--- src/rtl/riscv_pkg.sv ---
// Shared RV32I decode types: opcodes, ALU operation encoding and the
// decoded control bundle carried from decode to register-read.
package riscv_pkg;

  localparam logic [6:0] OPC_LOAD     = 7'b0000011;
  localparam logic [6:0] OPC_MISC_MEM = 7'b0001111;
  localparam logic [6:0] OPC_OP_IMM   = 7'b0010011;
  localparam logic [6:0] OPC_AUIPC    = 7'b0010111;
  localparam logic [6:0] OPC_STORE    = 7'b0100011;
  localparam logic [6:0] OPC_OP       = 7'b0110011;
  localparam logic [6:0] OPC_LUI      = 7'b0110111;
  localparam logic [6:0] OPC_BRANCH   = 7'b1100011;
  localparam logic [6:0] OPC_JALR     = 7'b1100111;
  localparam logic [6:0] OPC_JAL      = 7'b1101111;

  // M-extension ops occupy 10..17 so that funct3 maps onto them by offset.
  typedef enum logic [4:0] {
    ALU_ADD    = 5'd0,
    ALU_SUB    = 5'd1,
    ALU_AND    = 5'd2,
    ALU_OR     = 5'd3,
    ALU_XOR    = 5'd4,
    ALU_SLT    = 5'd5,
    ALU_SLTU   = 5'd6,
    ALU_SLL    = 5'd7,
    ALU_SRL    = 5'd8,
    ALU_SRA    = 5'd9,
    ALU_MUL    = 5'd10,
    ALU_MULH   = 5'd11,
    ALU_MULHSU = 5'd12,
    ALU_MULHU  = 5'd13,
    ALU_DIV    = 5'd14,
    ALU_DIVU   = 5'd15,
    ALU_REM    = 5'd16,
    ALU_REMU   = 5'd17
  } alu_op_e;

  typedef struct packed {
    logic [4:0]  rs1;
    logic [4:0]  rs2;
    logic [4:0]  rd;
    logic [31:0] imm;
    alu_op_e     alu_op;
    logic        alu_src;
    logic        reg_write;
    logic        mem_read;
    logic        mem_write;
    logic        mem_to_reg;
    logic        branch;
    logic [2:0]  branch_type;
    logic        jump;
    logic        illegal;
  } decode_ctrl_t;

  // Base integer ALU op from funct3; alt (funct7[5]) picks SUB / SRA.
  function automatic alu_op_e alu_from_funct3(input logic [2:0] f3, input logic alt);
    alu_op_e op;
    case (f3)
      3'b000:  op = alt ? ALU_SUB : ALU_ADD;
      3'b001:  op = ALU_SLL;
      3'b010:  op = ALU_SLT;
      3'b011:  op = ALU_SLTU;
      3'b100:  op = ALU_XOR;
      3'b101:  op = alt ? ALU_SRA : ALU_SRL;
      3'b110:  op = ALU_OR;
      default: op = ALU_AND;
    endcase
    return op;
  endfunction

endpackage

--- src/rtl/decode_fifo.sv ---
// DEPTH-entry synchronous FIFO with flush and occupancy count.
// Head data is read combinationally so the decoder sees it in the same cycle.
module decode_fifo #(
  parameter int DEPTH = 4,
  parameter int WIDTH = 64,
  parameter int CNT_W = $clog2(DEPTH + 1)
) (
  input  logic             clk,
  input  logic             rst,
  input  logic             flush,
  input  logic             push,
  input  logic [WIDTH-1:0] push_data,
  input  logic             pop,
  output logic [WIDTH-1:0] pop_data,
  output logic [CNT_W-1:0] count,
  output logic             full,
  output logic             empty
);

  localparam int PTR_W = $clog2(DEPTH);
  localparam logic [CNT_W-1:0] FULL_CNT = CNT_W'(DEPTH);

  logic [WIDTH-1:0] mem [DEPTH];
  logic [PTR_W-1:0] wr_ptr_reg;
  logic [PTR_W-1:0] rd_ptr_reg;
  logic [CNT_W-1:0] count_reg;
  logic             push_en;
  logic             pop_en;

  assign full     = (count_reg == FULL_CNT);
  assign empty    = (count_reg == '0);
  assign push_en  = push && !full && !flush;
  assign pop_en   = pop && !empty && !flush;
  assign pop_data = mem[rd_ptr_reg];
  assign count    = count_reg;

  // Storage write; contents need no reset since count gates visibility.
  always_ff @(posedge clk) begin
    if (push_en) mem[wr_ptr_reg] <= push_data;
  end

  // Pointer and occupancy tracking; pointers wrap at the power-of-two depth.
  always_ff @(posedge clk or posedge rst) begin
    if (rst) begin
      wr_ptr_reg <= '0;
      rd_ptr_reg <= '0;
      count_reg  <= '0;
    end else if (flush) begin
      wr_ptr_reg <= '0;
      rd_ptr_reg <= '0;
      count_reg  <= '0;
    end else begin
      if (push_en) wr_ptr_reg <= wr_ptr_reg + 1'b1;
      if (pop_en)  rd_ptr_reg <= rd_ptr_reg + 1'b1;
      case ({push_en, pop_en})
        2'b10:   count_reg <= count_reg + 1'b1;
        2'b01:   count_reg <= count_reg - 1'b1;
        default: count_reg <= count_reg;
      endcase
    end
  end

endmodule

--- src/rtl/decode_stage.sv ---
// Buffered RV32I decode stage: FIFO of {pc, instr}, combinational decode of
// the head entry, registered valid/ready output slot.
// Optional RV32M decode is enabled by defining DECODE_RV32M_EN.
module decode_stage
  import riscv_pkg::*;
#(
  parameter int DEPTH = 4,
  localparam int CNT_W = $clog2(DEPTH + 1)
) (
  input  logic             clk,
  input  logic             rst,
  input  logic             flush,
  input  logic             in_valid,
  output logic             in_ready,
  input  logic [31:0]      in_pc,
  input  logic [31:0]      in_instr,
  output logic             out_valid,
  input  logic             out_ready,
  output logic [31:0]      out_pc,
  output decode_ctrl_t     out_ctrl,
  output logic [CNT_W-1:0] count
);

  logic [63:0]  head_data;
  logic [31:0]  head_pc;
  logic [31:0]  instr;
  logic         fifo_full;
  logic         fifo_empty;
  logic         slot_free;
  logic         pop;
  logic         push;
  decode_ctrl_t dec;
  logic         illegal;
  logic [6:0]   opcode;
  logic [2:0]   f3;
  logic [6:0]   f7;

  logic         out_valid_reg;
  logic [31:0]  out_pc_reg;
  decode_ctrl_t out_ctrl_reg;

  assign in_ready  = !fifo_full && !flush;
  assign push      = in_valid && in_ready;
  assign slot_free = !out_valid_reg || out_ready;
  assign pop       = slot_free && !fifo_empty;

  decode_fifo #(
    .DEPTH (DEPTH),
    .WIDTH (64),
    .CNT_W (CNT_W)
  ) u_fifo (
    .clk       (clk),
    .rst       (rst),
    .flush     (flush),
    .push      (push),
    .push_data ({in_pc, in_instr}),
    .pop       (pop),
    .pop_data  (head_data),
    .count     (count),
    .full      (fifo_full),
    .empty     (fifo_empty)
  );

  assign head_pc = head_data[63:32];
  assign instr   = head_data[31:0];
  assign opcode  = instr[6:0];
  assign f3      = instr[14:12];
  assign f7      = instr[31:25];

  // Decode the FIFO head into the control bundle, flagging illegal encodings.
  always_comb begin
    dec         = '0;
    illegal     = 1'b0;
    dec.rs1     = instr[19:15];
    dec.rs2     = instr[24:20];
    dec.rd      = instr[11:7];
    dec.alu_op  = ALU_ADD;
    case (opcode)
      OPC_OP: begin
        dec.reg_write = 1'b1;
        if (f7 == 7'b0000000) begin
          dec.alu_op = alu_from_funct3(f3, 1'b0);
        end else if (f7 == 7'b0100000) begin
          if (f3 == 3'b000 || f3 == 3'b101) dec.alu_op = alu_from_funct3(f3, 1'b1);
          else illegal = 1'b1;
        end
`ifdef DECODE_RV32M_EN
        else if (f7 == 7'b0000001) begin
          dec.alu_op = alu_op_e'(5'd10 + {2'b00, f3});
        end
`endif
        else begin
          illegal = 1'b1;
        end
      end
      OPC_OP_IMM: begin
        dec.alu_src   = 1'b1;
        dec.reg_write = 1'b1;
        dec.imm       = {{20{instr[31]}}, instr[31:20]};
        case (f3)
          3'b001: begin
            dec.alu_op = ALU_SLL;
            if (f7 != 7'b0000000) illegal = 1'b1;
          end
          3'b101: begin
            if (f7 == 7'b0000000)      dec.alu_op = ALU_SRL;
            else if (f7 == 7'b0100000) dec.alu_op = ALU_SRA;
            else                       illegal = 1'b1;
          end
          default: dec.alu_op = alu_from_funct3(f3, 1'b0);
        endcase
      end
      OPC_LOAD: begin
        dec.alu_src    = 1'b1;
        dec.reg_write  = 1'b1;
        dec.mem_read   = 1'b1;
        dec.mem_to_reg = 1'b1;
        dec.imm        = {{20{instr[31]}}, instr[31:20]};
      end
      OPC_STORE: begin
        dec.alu_src   = 1'b1;
        dec.mem_write = 1'b1;
        dec.imm       = {{20{instr[31]}}, instr[31:25], instr[11:7]};
      end
      OPC_BRANCH: begin
        dec.alu_op      = ALU_SUB;
        dec.branch      = 1'b1;
        dec.branch_type = f3;
        dec.imm         = {{19{instr[31]}}, instr[31], instr[7], instr[30:25], instr[11:8], 1'b0};
        if (f3 == 3'b010 || f3 == 3'b011) illegal = 1'b1;
      end
      OPC_JAL: begin
        dec.alu_src   = 1'b1;
        dec.reg_write = 1'b1;
        dec.jump      = 1'b1;
        dec.imm       = {{11{instr[31]}}, instr[31], instr[19:12], instr[20], instr[30:21], 1'b0};
      end
      OPC_JALR: begin
        dec.alu_src   = 1'b1;
        dec.reg_write = 1'b1;
        dec.jump      = 1'b1;
        dec.imm       = {{20{instr[31]}}, instr[31:20]};
        if (f3 != 3'b000) illegal = 1'b1;
      end
      OPC_LUI, OPC_AUIPC: begin
        dec.alu_src   = 1'b1;
        dec.reg_write = 1'b1;
        dec.imm       = {instr[31:12], 12'b0};
      end
      OPC_MISC_MEM: begin
        // FENCE has no effect on this in-order pipeline: plain NOP bundle.
        dec = '0;
      end
      default: illegal = 1'b1;
    endcase
    if (instr[1:0] != 2'b11 || instr == 32'h0) illegal = 1'b1;
    // Illegal entries still flow downstream but must not change state.
    if (illegal) begin
      dec.reg_write = 1'b0;
      dec.mem_read  = 1'b0;
      dec.mem_write = 1'b0;
      dec.branch    = 1'b0;
      dec.jump      = 1'b0;
    end
    dec.illegal = illegal;
  end

  // Output slot: load the decoded head whenever the slot is free, hold otherwise.
  always_ff @(posedge clk or posedge rst) begin
    if (rst) begin
      out_valid_reg <= 1'b0;
      out_pc_reg    <= '0;
      out_ctrl_reg  <= '0;
    end else if (flush) begin
      out_valid_reg <= 1'b0;
    end else if (slot_free) begin
      if (!fifo_empty) begin
        out_valid_reg <= 1'b1;
        out_pc_reg    <= head_pc;
        out_ctrl_reg  <= dec;
      end else begin
        out_valid_reg <= 1'b0;
      end
    end
  end

  assign out_valid = out_valid_reg;
  assign out_pc    = out_pc_reg;
  assign out_ctrl  = out_ctrl_reg;

endmodule

--- config.mk ---
export PLATFORM = sky130hd
export DESIGN_NAME = decode_stage
export DESIGN_NICKNAME = d
export VERILOG_FILES = /design/src/rtl/riscv_pkg.sv /design/src/rtl/decode_fifo.sv /design/src/rtl/decode_stage.sv
export SDC_FILE = /design/constraint.sdc
export NUM_CORES = 1
export LEC_CHECK = 0
export ABC_AREA = 1
export BUFFER_PORTS_ARGS = -buffer_cell sky130_fd_sc_hd__buf_2
export CAP_MARGIN = 5
export CELL_PAD_IN_SITES_DETAIL_PLACEMENT = 2
export CELL_PAD_IN_SITES_GLOBAL_PLACEMENT = 2
export CORE_ASPECT_RATIO = 1.5
export CORE_MARGIN = 1.5
export CORE_UTILIZATION = 41
export DETAILED_ROUTE_END_ITERATION = 16
export GPL_TIMING_DRIVEN = 1
export PLACE_DENSITY_LB_ADDON = 0.1
export SETUP_SLACK_MARGIN = 0.3
export SLEW_MARGIN = 5
export SYNTH_ARGS = -nofsm -noshare
export SYNTH_HDL_FRONTEND = slang
export SYNTH_SLANG_ARGS = --single-unit
--- constraint.sdc ---
create_clock -name clk -period 8.5 [get_ports clk]
set_clock_uncertainty 0.1 [all_clocks]
set_input_delay 0.425 -clock clk [delete_from_list [all_inputs] [get_ports clk]]
set_output_delay 0.425 -clock clk [all_outputs]
set_load 0.05 [all_outputs]
After elaboration in Yosys (flattened, before gate mapping)

Memory sizes are Yosys's and may differ from the RTL's.
Cells that the tools add are included.
W data, S select, Z words.

Bitwise operators: 2
Equal/unequal tests: 21
Shifts and indexed selects: 0
Divide/modulo/power cells: 0
Magnitude comparators: 0
Add/sub/neg operators: 4
Muxes and demuxes: 43
Reduce and logical (&&, ||, !) cells: 32
$mul: 0

Operator list:

| operator             | count |
|---|---|
| $pmux W32 S5         | 1 |
| $pmux W4 S7          | 2 |
| $logic_not A32 Y1    | 1 |
| $eq A7 B6 Y1 const B | 4 |
| $eq A7 B7 Y1 const B | 3 |
| $mux W1              | 21 |
| $mux W4              | 5 |
| $mux W15             | 1 |
| $pmux W3 S5          | 1 |
| $pmux W5 S3          | 1 |
| $eq A7 B5 Y1 const B | 2 |
| $reduce_or A7 Y1     | 2 |
| $eq A3 B3 Y1 const B | 4 |
| $pmux W5 S2          | 1 |
| $mux W2              | 4 |
| $eq A7 B2 Y1 const B | 1 |
| $eq A7 B4 Y1 const B | 1 |
| $logic_and A1 B1 Y1  | 7 |
| $logic_not A7 Y1     | 1 |
| $reduce_bool A7 Y1   | 1 |
| $eq A3 B2 Y1 const B | 2 |
| $logic_not A3 Y1     | 2 |
| $mux W3              | 2 |
| $pmux W3 S2          | 1 |
| 19 further kinds     | 31 |

Memory bits (read-only): 0
Output and inout bits: 100
Bits in writable memories: 256
Flip-flop bits (word level): 103
Bits in latches: 0
Word-level logic and storage cells: 122
Memories kept: 1
Input bits: 69

Memory list:

| name       | depth | bits a word | rd ports | clocked after memory_dff | wr ports | line              | text |
|---|---|---|---|---|---|---|---|
| u_fifo.mem | 4     | 64          | 1        | 0                        | 1        | decode_fifo.sv:23 | `logic [WIDTH-1:0] mem [DEPTH];` |

Longest topological paths before layout

Gate-level depths: netlist of run 1.

Word-level depth: 9
Mapped depth: 17

Cells and area by module

A second synthesis of run 1 with hierarchy kept.

Cell total of the unflattened synthesis: 1,256
Area total of the unflattened synthesis: 14,463.9 um^2

Modules (own cells, without submodules):

| module       | cells each | area an instance (um^2) | instances | sequential area each (um^2) |
|---|---|---|---|---|
| decode_fifo  | 686        | 9,977.1                 | 1         | 7,862.5 |
| decode_stage | 570        | 4,486.8                 | 1         | 2,377.3 |

Worst setup path after synthesis of run 1

Ideal clock, no wire load.

Kind: flip-flop to flip-flop
From: reg u_fifo.count_reg[0], in the netlist u_fifo.count[0]
To: mem u_fifo.mem[0][0], enable pin
Period minus slack after synthesis: 5.452 ns
Slack: 3.048 ns
Setup time: 0.487 ns
Data required time: 7.913 ns
Arrival time: 4.866 ns
Path buffers: 0
Stages on the path, launching flop included: 5
Path through: dfrtp_1 > inv_1 > a31oi_1 > nand2_1 > nor2_1

Cells in the longest elaborated chain, start to end: 8

RTL lines:

| what                             | line               | text |
|---|---|---|
| start, declared                  | decode_fifo.sv:26  | `logic [CNT_W-1:0] count_reg;` |
| start signal, assigned           | decode_fifo.sv:56  | `2'b10: count_reg <= count_reg + 1'b1;` |
| start signal, assigned           | decode_fifo.sv:57  | `2'b01: count_reg <= count_reg - 1'b1;` |
| start signal, assigned           | decode_fifo.sv:58  | `default: count_reg <= count_reg;` |
| $eq A3 B3 Y1                     | decode_fifo.sv:30  | `assign full = (count_reg == FULL_CNT);` |
| $logic_not A1 Y1                 | decode_stage.sv:42 | `assign in_ready = !fifo_full && !flush;` |
| $logic_and A1 B1 Y1              | decode_stage.sv:42 |  |
| net in_ready                     | decode_stage.sv:14 | `output logic in_ready,` |
| $logic_and A1 B1 Y1              | decode_stage.sv:43 | `assign push = in_valid && in_ready;` |
| $logic_and A1 B1 Y1 (2 in a row) | decode_fifo.sv:32  | `assign push_en = push && !full && !flush;` |
| $mux W1                          | decode_fifo.sv:39  | `if (push_en) mem[wr_ptr_reg] <= push_data;` |
| $mux W1 (not written as such)    | decode_fifo.sv:39  |  |
| end, declared                    | decode_fifo.sv:23  |  |

The timed path passes the listed nets, and every way through them passes these cells.

Final worst setup path of run 1

From: reg u_fifo.rd_ptr_reg[0]
To: reg out_ctrl_reg (netlist bit out_ctrl[34])

Cells in the longest elaborated chain, start to end: 4
Elaborated cells on any way between the ends: 12
Those cells by class: eq/ne (8); mux (1); reduce/logical (2); memory (1)

RTL lines:

| what                                                           | line                | text |
|---|---|---|
| start, declared                                                | decode_fifo.sv:25   | `logic [PTR_W-1:0] rd_ptr_reg;` |
| start signal, assigned                                         | decode_fifo.sv:54   | `if (pop_en) rd_ptr_reg <= rd_ptr_reg + 1'b1;` |
| $mem_v2 Z4 W64 *                                               | -                   |  |
| $eq A7 B2 Y1 (tied with other cells)                           | decode_stage.sv:78  | `case (opcode)` |
| $reduce_or A3 Y1 (no line) or $reduce_or A2 Y1 (tied branches) | -                   |  |
| $pmux W32 S5 *                                                 | decode_stage.sv:78  |  |
| end signal, assigned                                           | decode_stage.sv:173 | `out_ctrl_reg <= '0;` |
| end signal, assigned                                           | decode_stage.sv:180 | `out_ctrl_reg <= dec;` |
| end, declared                                                  | decode_stage.sv:40  | `decode_ctrl_t out_ctrl_reg;` |

Every way passes the cells marked *; elsewhere a longest branch is shown, timed or not.
A chain may end at the register's enable or synchronous reset.

==> results.py, run 1 <==
metrics = {
    "route": {
        "drc": 0,
        "via_per_inst": 5.19,
        "wl_per_cell_microns": 22.2,
        "first_pass_iters": 4,
        "drt_iter0_markers": 468,
        "antenna_left": 0,
        "via_count": 10600,
        "totalWireLength_microns": 45100,
    },
    "global_routing": {
        "grt_pass1_wl_microns": 69900,
        "grt_pass1_vias": 12100,
        "grtUsageTotal": 0.250,
        "antenna_found_initial": 5,
        "grt_max_degree": 90,
        "overflow": 0,
    },
    "floorplan": {
        "rows": 84,
        "io_pins": 169,
        "die_area_sq_um": 37000,
        "fp.dieW_microns": 158,
        "die_y_microns": 235,
        "start_util": 0.417,
        "core_sq_um": 35200,
    },
    "placement": {
        "place_ws_ns": 4.22,
        "routabilityCongestion": 0.802,
        "dp_hpwl_microns": 27300,
        "placedCellCount": 1918,
        "io_buffers": 167,
    },
    "timing": {
        "rsz0062_at_grt": "false",
        "drv_slew": 0,
        "fmax_ghz": 0.239,
        "final-hold-violation-count": 0,
        "tns_ns": 0,
        "setup_viol": 0,
        "finalCritPeriodShare": 0.493,
        "worstMarginPinSlew_ns": 1.10,
        "maxSlewHeadroom": 0.265,
        "period_minus_slack_ns": 4.19,
        "layout_setup_ws_ns": 4.31,
    },
    "worst_setup_path": {
        "cp.arrival_ns": 4.51,
        "crit_required_ns": 8.81,
        "cp-end-kind": "register",
        "cp-start-kind": "register",
        "crit_fanout": 80,
        "path_class": "reg -> reg",
    },
    "layout": {
        "fin_cells": 2036,
        "syn2layout_area_growth_pct": 19.6,
        "multi_input_area_sq_um": 3950,
        "fin_nets": 1605,
        "largest_reg_flops": 256,
        "fill_cells": 3596,
        "drive_gt1_frac": 0.193,
        "regArea_sq_um": 10200,
    },
    "clocking": {
        "post_cts_buffers": 0,
        "numCtsBuffers": 36,
        "cts_resized": 0,
        "h-tree-depth": 2,
        "cts_tree": "done",
        "clockBufferDepth": 3,
        "clock_latency_ns": 0.55,
        "cts.sinks": 358,
        "clockRootBuffer": "clkbuf_16",
        "clk_pin_slew_ns": 0.06,
    },
    "synth": {
        "synth_area_per_cell_sq_um": 11.0,
        "yosysWarningCount": 0,
        "yosysSeqAreaShare": 0.697,
        "ys_ff_latch": 358,
        "synth_area_sq_um": 14700,
        "synthDistinctLibCells": 39,
        "syn_nets": 1409,
        "synth_cells": 1335,
    },
    "status": {
        "outcome": "complete, no violations",
    },
    "job": {
        "maxCapViolCount": 0,
    },
    "pwr": {
        "powerDensity_nw_per_um2": 358,
        "p_leak_nw": 7.47,
        "power_w": 0.00629,
        "vdd_drop_max_uv": 231,
    },
    "worst_hold_path": {
        "min_path_type": "in -> reg",
    },
}
## per-stage QoR
| stage | util | hold WS [ns] | area, sq um |
|---|---|---|---|
| 6_report | 0.499 | 0.0186 | 17600 |
| 4_1_cts | 0.498 | 0.00148 | 17500 |
| 5_1_grt | 0.499 | 0.00932 | 17600 |
| 2_1_floorplan | - | 0.424 | 14700 |
| 3_3_place_gp | 0.450 | 0.357 | 15900 |
| 3_5_place_dp | 0.450 | 0.361 | 15900 |
## logic make-up (layout without fill, tap and decap cells)
kind of cell    count (synthesis)  after routing  share of synthesized area
fa+ha+maj                       5              5                    0.00477
buf+inv                       108            332                     0.0373
other cells                     1              5                   0.000255
flops                         358            358                      0.697
xor+xnor                        2              2                    0.00119
simple gates                  694            694                      0.195
compound gates                167            167                     0.0648
## worst max-delay path, stage by stage, from the launching register on
cell and delay (ns):
dfrtp_4 0.71, inv_4 0.52, buf_4 0.75, nand2_1 0.12, nand3_1 0.12, nand2_2 0.13, nand2_1 0.11, inv_1 0.05
nand2_1 0.57, inv_1 0.09, nor2_1 0.42, o21ai_0 0.17, nand2_1 0.09, nand2_1 0.07
## metal layers
layer  up-vias  track usage  wire length (microns)  part of all wire
li1       4929            -                      -                 -
met1      5371        0.287                  17800              0.39
met2       202        0.470                  24900              0.55
met3        61       0.0338                   1340             0.030
met4         2       0.0823                   1100             0.024
met5         -            0                      9           0.00020
## cell usage in the layout, fill, tap and decap left out, drive strengths merged, types with 2 or more instances in the layout
master       netlist  final
buf               34    177
clkbuf            33     50
nor2             113    113
a31oi              2      2
ha                 4      4
nor3               2      2
nand3             96     96
bufinv             0      3
nand4              4      4
dlygate4sd3        0     48
clkinv             0      8
clkinvlp           0      4
nand2            478    478
diode              0      4
o21ai            114    114
edfxtp           256    256
a21oi              6      6
a22o               2      2
dfrtp            102    102
inv               41     42
o22ai             38     38
## where the power goes
part	internal, W	switching [W]	leakage, nW
logic	0.000522	0.00182	3.23
registers	0.00213	0.000170	3.65
clock network	0.000948	0.000702	0.587
total	0.00360	0.00270	7.47
## area by class of cell
class,instances,share of cell area
sequential,358,0.583
multi-input combinational,869,0.225
timing repair buffer,225,0.0792
clock buffer,50,0.0583
tap,473,0.0337
clock inverter,16,0.0117
inverter,41,0.00918
antenna,4,0.000569
## synth_stat cells (all sizes together)
cell | n | share of area
o211ai | 1 | 0.00051
fa | 1 | 0.0014
nand4 | 4 | 0.0017
or2 | 1 | 0.00043
o22ai | 38 | 0.016
a21boi | 1 | 0.00051
xor2 | 1 | 0.00060
inv | 41 | 0.011
a22o | 2 | 0.0012
nand2 | 478 | 0.13
edfxtp | 256 | 0.52
o21ai | 114 | 0.042
a21oi | 6 | 0.0020
conb | 1 | 0.00026
nor2 | 113 | 0.032
a2bb2oi | 1 | 0.00060
buf | 34 | 0.018
nand3 | 96 | 0.034
nor3 | 2 | 0.00068
xnor2 | 1 | 0.00060
ha | 4 | 0.0034
a31oi | 2 | 0.00085
o21bai | 1 | 0.00051
dfrtp | 102 | 0.17
clkbuf | 33 | 0.0084
o31ai | 1 | 0.00051
## path summary, 6_finish.rpt
kind / start / to / cells after the start / slack, ns
min: in_instr[27] / u_fifo.mem[1][27] / 1 / 0.02
max in group asynchronous: rst / out_ctrl[6] / 4 / 6.53
min reg2reg: out_ctrl[41] / out_ctrl[41] / 2 / 0.37
min in group asynchronous: rst / out_pc[1] / 3 / 0.42
max reg2reg: u_fifo.rd_ptr_reg[0] / out_ctrl[34] / 13 / 4.31
max: u_fifo.rd_ptr_reg[0] / out_ctrl[34] / 13 / 4.31
## repair_timing
action | CTS | global route
endpoints found under the hold margin | 209 | 5
hold buffers | 46 | 2
setup endpoints to repair | 0 | 0
No activity file was read; power rests on OpenSTA's default activity.
==> run 2: changes to the inputs <==
--- a/config.mk
+++ b/config.mk
@@ -12,7 +12,7 @@
 export CELL_PAD_IN_SITES_GLOBAL_PLACEMENT = 2
 export CORE_ASPECT_RATIO = 1.5
 export CORE_MARGIN = 1.5
-export CORE_UTILIZATION = 41
+export CORE_UTILIZATION = 38
 export DETAILED_ROUTE_END_ITERATION = 16
 export GPL_TIMING_DRIVEN = 1
 export PLACE_DENSITY_LB_ADDON = 0.1
==> constraint.sdc (replaced) <==
create_clock -name clk -period 4.19 [get_ports clk]
set_clock_uncertainty 0.1 [all_clocks]
set_input_delay 0.2095 -clock clk [delete_from_list [all_inputs] [get_ports clk]]
set_output_delay 0.2095 -clock clk [all_outputs]
set_load 0.05 [all_outputs]
==> results.py, run 2 (synthesis results as in run 1) <==
metrics = {
    "layout": {
        "fill_cells": 4010,
        "regArea_sq_um": 10200,
        "multi_input_area_sq_um": 3950,
        "syn2layout_area_growth_pct": 22.4,
        "final_cell_mix": "449 x nand2_1, 256 x edfxtp_1, 167 x buf_2, 102 x nor2_1, 101 x o21ai_0",
        "mostFrequentLayoutCell": "nand2_1",
        "largest_reg_flops": 256,
        "drive_gt1_frac": 0.195,
        "fin_nets": 1633,
    },
    "worst_setup_path": {
        "crit_fanout": 46,
        "cp-end-kind": "register",
        "endpoint": "out_ctrl[28]",
        "r2r-start": "u_fifo.rd_ptr_reg[0]",
        "ff2ff_setup_slack_ns": 0.99,
        "regToRegEndpoint": "out_ctrl[28]",
        "cp.arrival_ns": 3.50,
        "cp-start-kind": "register",
        "crit_required_ns": 4.50,
        "crit_path_start": "u_fifo.rd_ptr_reg[0]",
        "path_class": "reg -> reg",
        "reg2reg_depth": 14,
    },
    "floorplan": {
        "core_sq_um": 38300,
        "rows": 88,
        "die_y_microns": 244,
        "start_util": 0.384,
        "fp.dieW_microns": 164,
        "io_pins": 169,
        "die_area_sq_um": 39900,
    },
    "clocking": {
        "clock_latency_ns": 0.53,
        "clk_pin_slew_ns": 0.06,
        "numCtsBuffers": 37,
        "cts_tree": "done",
        "cts_resized": 0,
        "cts.sinks": 358,
        "clockRootBuffer": "clkbuf_16",
        "h-tree-depth": 2,
        "clockBufferDepth": 3,
        "post_cts_buffers": 0,
    },
    "route": {
        "wl_per_cell_microns": 20.6,
        "totalWireLength_microns": 43000,
        "drc": 0,
        "first_pass_iters": 4,
        "antenna_left": 0,
        "via_count": 10600,
        "via_per_inst": 5.10,
        "drt_iter0_markers": 469,
    },
    "timing": {
        "worstMarginPinSlew_ns": 0.979,
        "period_minus_slack_ns": 3.20,
        "maxSlewHeadroom": 0.347,
        "setup_viol": 0,
        "tns_ns": 0,
        "finalCritPeriodShare": 0.763,
        "hold_ws_ns": 0.0163,
        "final-hold-violation-count": 0,
        "layout_setup_ws_ns": 0.992,
        "rsz0062_at_grt": "false",
        "fmax_ghz": 0.313,
        "drv_slew": 0,
    },
    "placement": {
        "routabilityCongestion": 0.778,
        "dp_hpwl_microns": 27800,
        "io_buffers": 167,
        "place_ws_ns": 0.995,
    },
    "pwr": {
        "power.share.sequential": 0.357,
        "p_leak_nw": 7.66,
        "p_int_w": 0.00762,
        "vdd_drop_max_uv": 458,
        "p_sw_w": 0.00533,
        "powerDensity_nw_per_um2": 720,
        "switching_share": 0.412,
        "combPwrFrac": 0.368,
        "clock_power_share": 0.276,
    },
    "job": {
        "maxCapViolCount": 0,
    },
    "global_routing": {
        "overflow": 0,
        "grt_pass1_wl_microns": 67900,
        "grt_use_met3": 0.0323,
        "use_met2": 0.421,
        "grtUsageMet1": 0.256,
        "grt.busiest_layer": "met2",
        "grt_pass1_vias": 11900,
        "grt_max_degree": 103,
        "grtUsageTotal": 0.223,
        "antenna_found_initial": 2,
    },
    "worst_hold_path": {
        "min_path_type": "in -> reg",
        "hp-start": "flush",
        "hold_depth": 4,
    },
    "status": {
        "outcome": "complete, no violations",
    },
}
-- run 2: changes by cell type in the layout (fill, tap and decap cells not counted), moves of 2 or more --
cell / change
buf_4: +5
buf_12: +4
clkinvlp_4: -4
diode_2: -2
clkinv_1: +3
clkbuf_16: +2
bufinv_16: +4
dlygate4sd3_1: +18
-- run 2: power by group through the flow --
| stage | clock network (W) | registers (W) | logic (W) |
|---|---|---|---|
| 6_report | 0.00357 | 0.00462 | 0.00476 |
| 5_1_grt | 0.00378 | 0.00468 | 0.00522 |
| 4_1_cts | 0.00367 | 0.00463 | 0.00486 |
| 3_5_place_dp | 0 | 0.00469 | 0.00477 |
| 3_3_place_gp | 0 | 0.00467 | 0.00463 |
| 2_1_floorplan | 0 | 0.00573 | 0.00235 |
-- run 2: per-layer routing --
| layer | part of all wire | routed length [microns] |
|---|---|---|
| met4 | 0.024 | 1050 |
| met1 | 0.40 | 17200 |
| met3 | 0.034 | 1480 |
| met2 | 0.54 | 23300 |
| met5 | 0 | 0 |
-- run 2: area by class of cell --
| cell class | instances | share of cell area |
|---|---|---|
| repair buffers | 252 | 0.0939 |
| diodes | 2 | 0.000278 |
| flip-flops and latches | 358 | 0.569 |
| clock inverters | 17 | 0.0145 |
| well taps | 495 | 0.0344 |
| clock buffers | 51 | 0.0590 |
| multi-input cells | 869 | 0.219 |
| inverters | 41 | 0.00897 |
-- run 2: worst max-delay path, cell delays in order, from the launching register on --
cell,delay (ns)
dfrtp_4,0.79
inv_4,0.34
nand2_1,0.19
nand2_1,0.07
nand2_1,0.06
nand2_1,0.05
nand2_1,0.15
nor2_2,0.08
nand2_1,0.10
buf_4,0.25
inv_1,0.07
nor2_1,0.45
o21ai_0,0.16
nand2_1,0.11
nand2_1,0.07
-- run 2: how the worst min path moves through the flow --
| stage | to |
|---|---|
| 6_report | out_valid |
| 5_1_grt | out_valid |
| 4_1_cts | out_valid |
| 3_5_place_dp | out_ctrl[56] |
| 3_3_place_gp | out_ctrl[34] |
| 2_1_floorplan | u_fifo.mem[0][0] |
-- run 2: what timing repair did --
| item | CTS | global route |
|---|---|---|
| endpoints found under the setup margin | 0 | 0 |
| hold buffers | 66 | 0 |
| hold endpoints to repair | 359 | 0 |
-- run 2: through the flow --
stage	util	power, W	instance area, sq um	instances
5_1_grt	0.470	0.0137	18000	2085
3_5_place_dp	0.418	0.00946	16000	1949
4_1_cts	0.469	0.0132	18000	2083
6_report	0.470	0.0130	18000	2085
2_1_floorplan	-	0.00808	14700	1335
3_3_place_gp	0.418	0.00930	16000	1949
==> run 3: changes to the inputs <==
==> constraint.sdc (replaced) <==
create_clock -name clk -period 3.4 [get_ports clk]
set_clock_uncertainty 0.1 [all_clocks]
set_input_delay 0.17 -clock clk [delete_from_list [all_inputs] [get_ports clk]]
set_output_delay 0.17 -clock clk [all_outputs]
set_load 0.05 [all_outputs]
==> results.py, run 3 (synthesis results as in run 1) <==
metrics = {
    "timing": {
        "fmax_ghz": 0.365,
        "drv_slew": 0,
        "final-hold-violation-count": 0,
        "maxSlewHeadroom": 0.309,
        "setup_viol": 0,
        "worstMarginPinSlew_ns": 1.04,
        "rsz0062_at_grt": "false",
        "finalCritPeriodShare": 0.807,
        "period_minus_slack_ns": 2.74,
        "tns_ns": 0,
    },
    "layout": {
        "multi_input_area_sq_um": 3960,
        "fill_cells": 3980,
        "fin_cells": 2097,
        "mostFrequentLayoutCell": "nand2_1",
        "fin_nets": 1645,
        "final_cell_mix": "449 x nand2_1, 256 x edfxtp_1, 167 x buf_2, 102 x nor2_1, 101 x o21ai_0",
        "largest_reg_flops": 256,
        "drive_gt1_frac": 0.204,
        "syn2layout_area_growth_pct": 22.4,
        "regArea_sq_um": 10200,
    },
    "floorplan": {
        "die_y_microns": 244,
        "fp.dieW_microns": 164,
        "die_area_sq_um": 39900,
        "io_pins": 169,
        "rows": 88,
        "core_sq_um": 38300,
        "start_util": 0.384,
    },
    "clocking": {
        "clockBufferDepth": 3,
        "post_cts_buffers": 0,
        "h-tree-depth": 2,
        "clockRootBuffer": "clkbuf_16",
        "numCtsBuffers": 37,
        "cts.sinks": 358,
        "clock_latency_ns": 0.54,
        "clk_pin_slew_ns": 0.06,
        "cts_tree": "done",
    },
    "route": {
        "via_per_inst": 5.10,
        "totalWireLength_microns": 43800,
        "antenna_left": 0,
        "first_pass_iters": 4,
        "wl_per_cell_microns": 20.9,
        "via_count": 10700,
        "drc": 0,
        "drt_iter0_markers": 408,
    },
    "global_routing": {
        "grtUsageTotal": 0.229,
        "antenna_found_initial": 2,
        "grt_max_degree": 79,
        "overflow": 0,
        "grt_pass1_vias": 12200,
        "grt_pass1_wl_microns": 69700,
    },
    "worst_setup_path": {
        "crit_required_ns": 3.76,
        "path_class": "reg -> reg",
        "reg2reg_depth": 15,
        "crit_fanout": 42,
        "cp-start-kind": "register",
        "r2r-start": "u_fifo.rd_ptr_reg[0]",
        "cp.arrival_ns": 3.10,
        "cp-end-kind": "register",
        "regToRegEndpoint": "out_ctrl[47]",
        "ff2ff_setup_slack_ns": 0.66,
    },
    "status": {
        "outcome": "complete, no violations",
    },
    "pwr": {
        "clock_power_share": 0.251,
        "p_int_w": 0.00894,
        "switching_share": 0.428,
        "p_sw_w": 0.00670,
        "power.share.sequential": 0.362,
        "power_w": 0.0156,
        "powerDensity_nw_per_um2": 869,
        "vdd_drop_max_uv": 549,
        "p_leak_nw": 7.65,
        "combPwrFrac": 0.387,
    },
    "job": {
        "maxCapViolCount": 0,
    },
    "placement": {
        "dp_hpwl_microns": 27700,
        "io_buffers": 167,
        "routabilityCongestion": 0.781,
        "placedCellCount": 1959,
    },
    "worst_hold_path": {
        "min_path_type": "in -> async",
    },
}
-- run 3: cell count changes in the layout (fill, tap and decap cells not counted), moves of 3 or more --
cell,change
buf_12,+3
buf_4,+7
bufinv_16,-7
clkbuf_8,+3
clkinv_1,-5
clkinv_2,+5
clkinvlp_4,+4
-- run 3: layer usage --
metal	track usage	up-vias	share of wire
li1	-	5002	-
met1	0.264	5438	0.39
met2	0.437	197	0.55
met3	0.0293	61	0.032
met4	0.0623	0	0.023
met5	0	-	0
-- run 3: layout make-up --
cell class | instances | share of cell area
Tap cell | 495 | 0.0344
Timing Repair Buffer | 264 | 0.101
Inverter | 41 | 0.00904
Multi-Input combinational cell | 869 | 0.220
Antenna cell | 2 | 0.000278
Clock inverter | 15 | 0.00626
Clock buffer | 53 | 0.0587
Sequential cell | 358 | 0.570
-- run 3: power groups by stage --
stage / Clock, W / Sequential (W) / Combinational (W)
4_1_cts: 0.00403 / 0.00567 / 0.00617
6_report: 0.00392 / 0.00566 / 0.00605
5_1_grt: 0.00420 / 0.00573 / 0.00668
3_3_place_gp: 0 / 0.00572 / 0.00588
2_1_floorplan: 0 / 0.00706 / 0.00292
3_5_place_dp: 0 / 0.00575 / 0.00607
-- run 3: how the worst max path moves through the flow --
stage / startpoint / end / slack [ns]
global placement: u_fifo.rd_ptr_reg[1] / out_ctrl[5] / 0.77
global route: u_fifo.rd_ptr_reg[0] / out_ctrl[32] / 0.34
detailed placement: u_fifo.rd_ptr_reg[0] / out_ctrl[30] / 0.64
finish: u_fifo.rd_ptr_reg[0] / out_ctrl[47] / 0.66
floorplan: u_fifo.count[2] / u_fifo.mem[0][0] / 0.37
CTS: u_fifo.rd_ptr_reg[0] / out_ctrl[30] / 0.60
-- run 3: critical path: stages, from the launching register on --
cell and delay (ns):
dfrtp_4 0.46, buf_4 0.43, nand2_1 0.19, nand2_1 0.11, nand2_1 0.05, nand2_1 0.08, nand2_1 0.13, nor2_4 0.23
nand2_2 0.12, inv_2 0.11, nor2_4 0.06, nand2_2 0.07, nand2_1 0.19, o21ai_0 0.16, nand2_1 0.09, nand2_1 0.07
-- run 3: stage by stage --
| stage | area [sq um] | utilization | setup WS (ns) | hold WS, ns |
|---|---|---|---|---|
| after floorplan | 14800 | - | 0.374 | 0.169 |
| after global routing | 18000 | 0.469 | 0.341 | 0.183 |
| after global placement | 16100 | 0.421 | 0.773 | 0.171 |
| after detailed placement | 16100 | 0.421 | 0.644 | 0.171 |
| after CTS | 18000 | 0.469 | 0.601 | 0.148 |
| final | 18000 | 0.469 | 0.657 | 0.153 |
-- run 3: what timing repair did --
action	in CTS	in global routing
resized for setup	0	0
hold endpoints to repair	278	0
hold buffers	68	0
